`src/rtl/rv_pkg.sv`:
```
// rtl/rv_pkg.sv - shared fetch-path types and constants
package rv_pkg;

    localparam int          ILEN        = 32;
    localparam int          INSTR_BYTES = 4;
    localparam logic [31:0] NOP_INSTR   = 32'h0000_0013;

    typedef struct packed {
        logic [ILEN-1:0] pc;
        logic [ILEN-1:0] instr;
    } fetch_entry_t;

endpackage

```
`src/rtl/fetch_queue.sv`:
```
// rtl/fetch_queue.sv - circular prefetch FIFO of fetch entries, flush beats push/pop
module fetch_queue
    import rv_pkg::*;
#(
    parameter int DEPTH = 2
) (
    input  logic         clk,
    input  logic         rst_n,
    input  logic         push,
    input  logic         pop,
    input  logic         flush,
    input  fetch_entry_t entry,
    output logic         full,
    output logic         empty,
    output fetch_entry_t head
);

    localparam int PW = $clog2(DEPTH);
    localparam int CW = PW + 1;

    fetch_entry_t  mem [DEPTH];
    logic [PW-1:0] rd_ptr;
    logic [PW-1:0] wr_ptr;
    logic [CW-1:0] count;
    logic          do_push;
    logic          do_pop;

    assign full  = (count == CW'(DEPTH));
    assign empty = (count == '0);
    assign head  = mem[rd_ptr];

    // A full queue may still accept a push when the head leaves in the same cycle;
    // the write lands in the slot being vacated.
    assign do_push = push & ~flush & (~full | (pop & ~empty));
    assign do_pop  = pop & ~flush & ~empty;

    // Entry storage carries no reset; count alone decides what is valid.
    always_ff @(posedge clk) begin
        if (do_push) begin
            mem[wr_ptr] <= entry;
        end
    end

    // Pointers and occupancy; flush empties the queue in one cycle.
    always_ff @(posedge clk or negedge rst_n) begin
        if (!rst_n) begin
            rd_ptr <= '0;
            wr_ptr <= '0;
            count  <= '0;
        end else if (flush) begin
            rd_ptr <= '0;
            wr_ptr <= '0;
            count  <= '0;
        end else begin
            if (do_push) wr_ptr <= wr_ptr + PW'(1);
            if (do_pop)  rd_ptr <= rd_ptr + PW'(1);
            case ({do_push, do_pop})
                2'b10:   count <= count + CW'(1);
                2'b01:   count <= count - CW'(1);
                default: count <= count;
            endcase
        end
    end

endmodule

```
`src/rtl/fetch_unit.sv`:
```
// rtl/fetch_unit.sv - PC owner and prefetch control; FETCH_MISALIGN_TRAP_EN adds misalign halt
module fetch_unit
    import rv_pkg::*;
#(
    parameter logic [31:0] RESET_PC = 32'h0000_0000,
    parameter int          DEPTH    = 2
) (
    input  logic        clk,
    input  logic        rst_n,
    output logic [31:0] rom_addr,
    input  logic [31:0] rom_data,
    input  logic        redirect_valid,
    input  logic [31:0] redirect_pc,
    output logic        if_valid,
    input  logic        if_ready,
    output logic [31:0] if_pc,
    output logic [31:0] if_instr
`ifdef FETCH_MISALIGN_TRAP_EN
    ,
    output logic        if_misalign
`endif
);

    logic [31:0]  pc;
    logic [31:0]  target;
    logic         halted;
    logic         pop;
    logic         push;
    logic         full;
    logic         empty;
    fetch_entry_t head;
    fetch_entry_t entry;

`ifdef FETCH_MISALIGN_TRAP_EN
    assign target = redirect_pc;

    // A misaligned redirect parks the fetcher until an aligned redirect arrives.
    always_ff @(posedge clk or negedge rst_n) begin
        if (!rst_n) begin
            halted <= 1'b0;
        end else if (redirect_valid) begin
            halted <= |redirect_pc[1:0];
        end
    end

    assign if_misalign = halted;
`else
    assign target = redirect_pc & ~32'h3;
    assign halted = 1'b0;
`endif

    assign pop   = if_valid & if_ready;
    assign push  = ~redirect_valid & ~halted & (~full | pop);
    assign entry = '{pc: pc, instr: rom_data};

    // PC advances one word per fetched entry; redirect overrides everything.
    always_ff @(posedge clk or negedge rst_n) begin
        if (!rst_n) begin
            pc <= RESET_PC;
        end else if (redirect_valid) begin
            pc <= target;
        end else if (push) begin
            pc <= pc + 32'(INSTR_BYTES);
        end
    end

    fetch_queue #(.DEPTH(DEPTH)) u_queue (
        .clk   (clk),
        .rst_n (rst_n),
        .push  (push),
        .pop   (pop & ~redirect_valid),
        .flush (redirect_valid),
        .entry (entry),
        .full  (full),
        .empty (empty),
        .head  (head)
    );

    assign rom_addr = pc;
    assign if_valid = ~empty;
    assign if_pc    = empty ? 32'h0 : head.pc;
    assign if_instr = empty ? 32'h0 : head.instr;

endmodule

```
`config.mk`:
```
export PLATFORM = sky130hd
export DESIGN_NAME = fetch_unit
export DESIGN_NICKNAME = d
export VERILOG_FILES = /design/src/rtl/rv_pkg.sv /design/src/rtl/fetch_queue.sv /design/src/rtl/fetch_unit.sv
export SDC_FILE = /design/constraint.sdc
export NUM_CORES = 1
export LEC_CHECK = 0
export ABC_AREA = 1
export ABC_CLOCK_PERIOD_IN_PS = 5050
export BUFFER_PORTS_ARGS = -buffer_cell sky130_fd_sc_hd__buf_4
export CAP_MARGIN = 20
export CORE_MARGIN = 2
export CORE_UTILIZATION = 35
export CTS_CLUSTER_DIAMETER = 200
export DETAILED_ROUTE_END_ITERATION = 10
export PLACE_DENSITY_LB_ADDON = 0.12
export SLEW_MARGIN = 20
export SYNTH_ARGS = -nofsm -noshare
export SYNTH_HDL_FRONTEND = slang
export SYNTH_SLANG_ARGS = --single-unit
export TNS_END_PERCENT = 50
```
`constraint.sdc`:
```
create_clock -name clk -period 5.05 [get_ports clk]
set_input_delay 0.2525 -clock clk [delete_from_list [all_inputs] [get_ports clk]]
set_output_delay 0.2525 -clock clk [all_outputs]
set_load 0.1 [all_outputs]
```
==> results by group, run 1 <==
Worst setup path
  – Critical-path cell with the highest stage delay: nor2_4
  – R2R setup slack: 1.75 ns
  – Cell Chain, Critical Path: inv_1, ha_1, inv_2, buf_4, nand2_4, nand2_4, nand2_1, nor2_4, buf_4
  – Crit-path leading delay family: simple AND/OR/NAND/NOR gates
  – Buf/Inv on CP: 4
  – WP data arrival: 3.39 ns
  – FF-to-FF path depth: 9
  – Setup crit start kind: flop
  – Max incr delay on CP: 0.60 ns
  – Reg2reg end: u_queue.mem[1][52]$_DFFE_PP_
  – Nature of the critical path endpoint: flop
  – WS Path Type: reg2reg
  – Crit-path max FO: 64
  – WP data required: 5.14 ns
  – Worst R2R Start: u_queue.count[0]$_DFFE_PN0P_

STA
  – Skew final: 0.009777 ns
  – Setup TNS: 0 ns
  – Max-slew violation count: 0
  – Tightest Pin Transition: 0.6234 ns
  – Setup violators final: 0
  – Crit path time final: 3.300 ns
  – Worst rel slew slack: 58.44%
  – Post-route clock period utilization: 65.34%
  – RSZ-0062 raised after global routing: false
  – Final hold violations: 0
  – Achievable clock frequency: 303.1 MHz

Die
  – Io pins: 165
  – Core area: 20,100 sq um
  – Initial cell density of the core: 35.44%
  – Row count: 52
  – Die area: 21,520 sq um
  – Die extent in x: 146.7 um
  – Die Y: 146.7 um

Placed design
  – Port bufs: 158
  – HPWL Detailed: 12.26 mm
  – GP Congestion: 0.8732

Routing
  – # DRC: 0
  – Wire length per cell: 15.85 um
  – Final ANT Viol Nets: 0
  – Via count: 5,595
  – DR iter-0 viols: 316
  – Vias per cell: 4.790
  – Total Wirelength: 18.51 mm
  – DRT Pass-1 Iters: 5

Clocking
  – Worst-path clk slew: 0.06 ns
  – CTS Buf Count: 17
  – Clock Latency Late Sink: 0.43 ns
  – CTS tree: yes
  – CTS Root Cell: clkbuf_16
  – H-tree lvl count: 4
  – Longest Clk Path Bufs: 2
  – Clock sinks: 158
  – Setup Buffers After CTS: 0

Synth
  – Avg Inst Size Synth: 10.12 sq um
  – Synth warn: 0
  – Synth cell types: 37
  – Synthesized area: 7126 sq um
  – Syn Inst Count: 704
  – Sequential share of the synthesized area: 64.20%
  – Post-synthesis register bit count: 158

Hold path
  – Worst Min Path Start: rom_data[27]
  – Hold depth: 1
  – Hold path endpoint: u_queue.mem[0][27]$_DFFE_PP_
  – Worst min path class: in2reg

Outcome
  – Outcome: completed

Cells and area
  – Share of layout cells above drive strength 1: 26.50%
  – Antenna diodes: 0
  – NumNets Final: 956
  – Synth-to-layout area growth: 32.70%

GRT
  – Largest net degree at the start of global routing: 65
  – Initial antenna violation count: 0
  – First-pass GRT wire length: 29.57 mm
  – Gr ovfl total: 0
  – Tot GR Track Use: 17.62%
  – Vias in the first global route: 5,563

Job
  – Maxcap violations: 0
kinds of logic after synthesis:
family / after synthesis / share of synthesized area, %
AND/OR/NAND/NOR: 363 / 22.69
flip-flops: 158 / 64.20
AO/OA/AOI/OAI: 100 / 7.515
buffers and inverters: 75 / 4.530
XOR/XNOR: 4 / 0.4917
adder cells (fa/ha/maj): 3 / 0.5268
other: 1 / 0.05263
metal layers:
layer,wire length [um],GRT usage (%),vias up
met2,8713,28.15,189
met4,412,6.699,0
met3,1078,4.344,38
li1,-,-,2716
met1,8306,23.27,2652
met5,0,0,-
worst register-to-register path, stage by stage, from the launching register on:
cell and delay [ns]:
dfrtp_1 0.37, inv_1 0.08, ha_1 0.21, inv_2 0.04, buf_4 0.50, nand2_4 0.15
nand2_4 0.19, nand2_1 0.36, nor2_4 0.60, buf_4 0.45
sequential cells by signal, indices dropped and copies added, names as in the netlist:
register / count
u_queue.mem: 124
u_queue.wr_ptr: 1
rom_addr: 30
u_queue.count: 2
u_queue.rd_ptr: 1
placed cells by master (no fill, tap or decap), drive strengths merged, types with 17 or more instances in the layout:
| cell type | count |
|---|---|
| buf | 165 |
| clkbuf | 17 |
| dfrtp | 34 |
| dlygate4sd3 | 26 |
| edfxtp | 124 |
| inv | 49 |
| nand2 | 136 |
| nand3 | 45 |
| nor2 | 173 |
| o21ai | 80 |
area by class of cell:
type | instances | area [sq um]
flip-flops and latches | 158 | 4576
fillers | 1866 | 10650
clock buffers | 17 | 425.4
repair buffers | 191 | 1499
inverters | 43 | 161.4
well taps | 270 | 337.8
multi-input cells | 474 | 2255
clock inverters | 15 | 201.4
worst max path at each step:
stage,startpoint,to,depth (start not counted),slack (ns)
floorplan,u_queue.count[0]$_DFFE_PN0P_,u_queue.mem[0][0]$_DFFE_PP_,8,0.79
global placement,u_queue.count[0]$_DFFE_PN0P_,u_queue.mem[1][56]$_DFFE_PP_,9,1.76
detailed placement,u_queue.count[0]$_DFFE_PN0P_,u_queue.mem[1][55]$_DFFE_PP_,9,1.64
CTS,u_queue.count[0]$_DFFE_PN0P_,u_queue.mem[1][52]$_DFFE_PP_,9,1.64
global route,u_queue.count[0]$_DFFE_PN0P_,u_queue.mem[1][58]$_DFFE_PP_,9,1.45
finish,u_queue.count[0]$_DFFE_PN0P_,u_queue.mem[1][52]$_DFFE_PP_,9,1.75
synthesized netlist by cell type (all sizes together):
master	instances	share of area (%)
nand4	3	0.26
a21oi	10	0.76
ha	3	0.53
edfxtp	124	52
buf	11	1.0
dfrtp	34	12
a31oi	1	0.088
nand2	136	8.0
nor2	173	11
a211oi	1	0.11
inv	43	2.3
and2	2	0.18
o21bai	4	0.42
nand3	45	3.2
o221ai	2	0.25
clkbuf	21	1.2
o21ai	80	5.6
xnor2	1	0.12
or2	1	0.088
conb	1	0.053
xor2	3	0.37
o211ai	2	0.28
nor3	3	0.28
metrics by stage:
stage / setup slack [ns] / utilization [%] / hold WS [ns] / std cells / cell area [sq um]
CTS: 1.643 / 46.68 / 0.0007936 / 1161 / 9385
floorplan: 0.7913 / - / -0.04309 / 707 / 7137
detailed placement: 1.644 / 42.62 / 0.2516 / 1110 / 8568
finish: 1.750 / 47.03 / 0.01556 / 1168 / 9455
global route: 1.446 / 47.03 / 0.0009452 / 1168 / 9455
global placement: 1.762 / 42.62 / 0.2476 / 1110 / 8568
what timing repair did:
item | 4_1_cts | 5_1_grt
resized for setup | 0 | 0
setup endpoints to repair | 0 | 0
hold endpoints to repair | 69 | 14
hold buffers | 19 | 7
Power of run 1 is left out: the tool's default activity adds up to more than one toggle a clock period on the data nets, which glitch-free logic cannot reach.
==> inputs of run 2 (changes only) <==
--- a/config.mk
+++ b/config.mk
@@ -6,7 +6,7 @@
 export NUM_CORES = 1
 export LEC_CHECK = 0
 export ABC_AREA = 1
-export ABC_CLOCK_PERIOD_IN_PS = 5050
+export ABC_CLOCK_PERIOD_IN_PS = 2700
 export BUFFER_PORTS_ARGS = -buffer_cell sky130_fd_sc_hd__buf_4
 export CAP_MARGIN = 20
 export CORE_MARGIN = 2
==> constraint.sdc (replaced) <==
create_clock -name clk -period 2.7 [get_ports clk]
set_input_delay 0.135 -clock clk [delete_from_list [all_inputs] [get_ports clk]]
set_output_delay 0.135 -clock clk [all_outputs]
set_load 0.1 [all_outputs]
==> run 2 against run 1 <==
Critical path depth is 2 lower. Wire length up 0.63%. Highest routed layer unchanged. Global-route usage is 0.16 points lower. Die area unchanged. Flip-flop and latch count did not move. Register-to-register slack lost 1.3 ns. Cell count rose by 2.4%. Clock skew is 0.00089 ns higher. Worst setup slack got worse by 1.5 ns. Count of clock-buffer cells in the layout grew 5.
==> results by group, run 2 (synthesized netlist as in run 1, its figures left out) <==
GRT
  – Initial antenna violation count: 0
  – First-pass GRT wire length: 29.19 mm
  – Largest net degree at the start of global routing: 64
  – Vias in the first global route: 5,545
  – Tot GR Track Use: 17.46%
  – Gr ovfl total: 0

Placed design
  – GP Congestion: 0.8441
  – Place WS: 0.4626 ns
  – DP Cell Count: 1,111
  – HPWL Detailed: 12.04 mm
  – Port bufs: 158
  – Total placed instance area: 8636 sq um

Clocking
  – Longest Clk Path Bufs: 2
  – H-tree lvl count: 4
  – Clock sinks: 158
  – Worst-path clk slew: 0.06 ns
  – CTS Buf Count: 17
  – Clock Latency Late Sink: 0.42 ns
  – CTS tree: yes
  – CTS Root Cell: clkbuf_16
  – Post-CTS sizing: 0

STA
  – Final hold violations: 0
  – Post-route clock period utilization: 90.31%
  – Fin worst setup slack: 0.2615 ns
  – Skew final: 0.01066 ns
  – Setup TNS: 0 ns
  – Crit path time final: 2.438 ns
  – Worst rel slew slack: 59.81%
  – Tightest Pin Transition: 0.6029 ns
  – Achievable clock frequency: 410.1 MHz
  – RSZ-0062 raised after global routing: false
  – Setup violators final: 0
  – Max-slew violation count: 0

Cells and area
  – Max reg flops: 124
  – Layout fillers: 1,884
  – Share of layout cells above drive strength 1: 26.24%
  – Flip-flop and latch area: 4576 sq um
  – Final instance area: 9748 sq um
  – Multi-input logic area: 2277 sq um
  – Commonest non-fill, non-tap cells in the layout: 163 x buf_4, 147 x nor2_1, 124 x nand2_1, 124 x edfxtp_1, 75 x o21ai_0
  – Synth-to-layout area growth: 36.80%
  – Most common cell after layout, fill and taps aside: buf_4
  – Filler-free cell count of the finished design: 1,196
  – Antenna diodes: 0
  – NumNets Final: 984
  – Top reg by flops: u_queue.mem

Routing
  – Vias per cell: 4.714
  – Via count: 5,638
  – Total Wirelength: 18.63 mm
  – DR iter-0 viols: 277
  – DRT Pass-1 Iters: 4
  – # DRC: 0
  – Final ANT Viol Nets: 0
  – Wire length per cell: 15.58 um

Worst setup path
  – Crit-path leading delay family: buffers and inverters
  – Worst R2R Start: u_queue.count[0]$_DFFE_PN0P_
  – Reg2reg end: u_queue.count[0]$_DFFE_PN0P_
  – WP depth: 7
  – Crit-path max FO: 63
  – FF-to-FF path depth: 10
  – Nature of the critical path endpoint: output pin
  – Buf/Inv on CP: 4
  – Cell Chain, Critical Path: inv_1, ha_1, inv_2, buf_4, o21ai_0, nor2_1, buf_4
  – CP startpoint: u_queue.count[0]$_DFFE_PN0P_
  – WS Path Type: reg2out
  – Setup crit start kind: flop
  – Most used cell, CP: buf_4
  – R2R setup slack: 0.47 ns
  – Max incr delay on CP: 0.50 ns
  – WP data arrival: 2.30 ns
  – Critical-path cell with the highest stage delay: buf_4
  – WP data required: 2.57 ns

Die
  – Initial cell density of the core: 35.44%
  – Core area: 20,100 sq um
  – Io pins: 165
  – Die Y: 146.7 um
  – Die area: 21,520 sq um
  – Die extent in x: 146.7 um
  – Row count: 52

Outcome
  – Outcome: completed

Hold path
  – Worst Min Path Start: redirect_pc[22]
  – Worst min path class: in2reg
  – Hold depth: 5
  – Hold path endpoint: rom_addr[22]$_DFFE_PN0N_

Job
  – Maxcap violations: 0
==> run 2: changes by cell type in the layout (fill, tap and decap cells not counted), sizes merged <==
cell         previous run  this run
inv                    49        44
clkbuf                 17        22
clkinvlp                3         2
buf                   165       166
clkinv                  3         4
dlygate4sd3            26        53
==> run 2: cell type report <==
class	instances	share of cell area, %
clock buffers	22	4.557
clock inverters	10	1.412
inverters	43	1.656
multi-input cells	474	23.36
flip-flops and latches	158	46.94
well taps	270	3.466
repair buffers	219	18.61
==> run 2: through the flow <==
step                utilization (%)  hold WS [ns]
floorplan                         -       -0.1606
global placement              42.95        0.1321
detailed placement            42.95        0.1276
CTS                           48.49      0.002441
global route                  48.49       0.02778
finish                        48.49       0.02319
==> run 2: repair_timing <==
item                      4_1_cts  5_1_grt
setup buffers                   0        0
hold endpoints to repair      118        0
hold buffers                   53        0
==> run 2: how the worst max path moves through the flow <==
stage	slack, ns	endpoint
6_report	0.26	if_instr[14]
5_1_grt	0.06	if_pc[9]
4_1_cts	0.19	if_pc[18]
3_5_place_dp	0.46	u_queue.count[0]$_DFFE_PN0P_
3_3_place_gp	0.50	u_queue.count[0]$_DFFE_PN0P_
2_1_floorplan	-0.26	if_instr[18]
==> run 2: worst min-delay path, cell delays in order <==
cell and delay [ns]:
buf_4 0.08, o21ai_0 0.06, inv_1 0.05, nand2_1 0.05, nand2_1 0.05
==> run 2: routing by layer <==
metal	vias up	global-route usage [%]	share of wire, %
met4	0	6.456	1.9
met1	2679	22.29	45
met5	-	0	0
met3	26	3.625	5.0
met2	154	29.39	48
li1	2779	-	-
Power of run 2 is left out for the same reason.
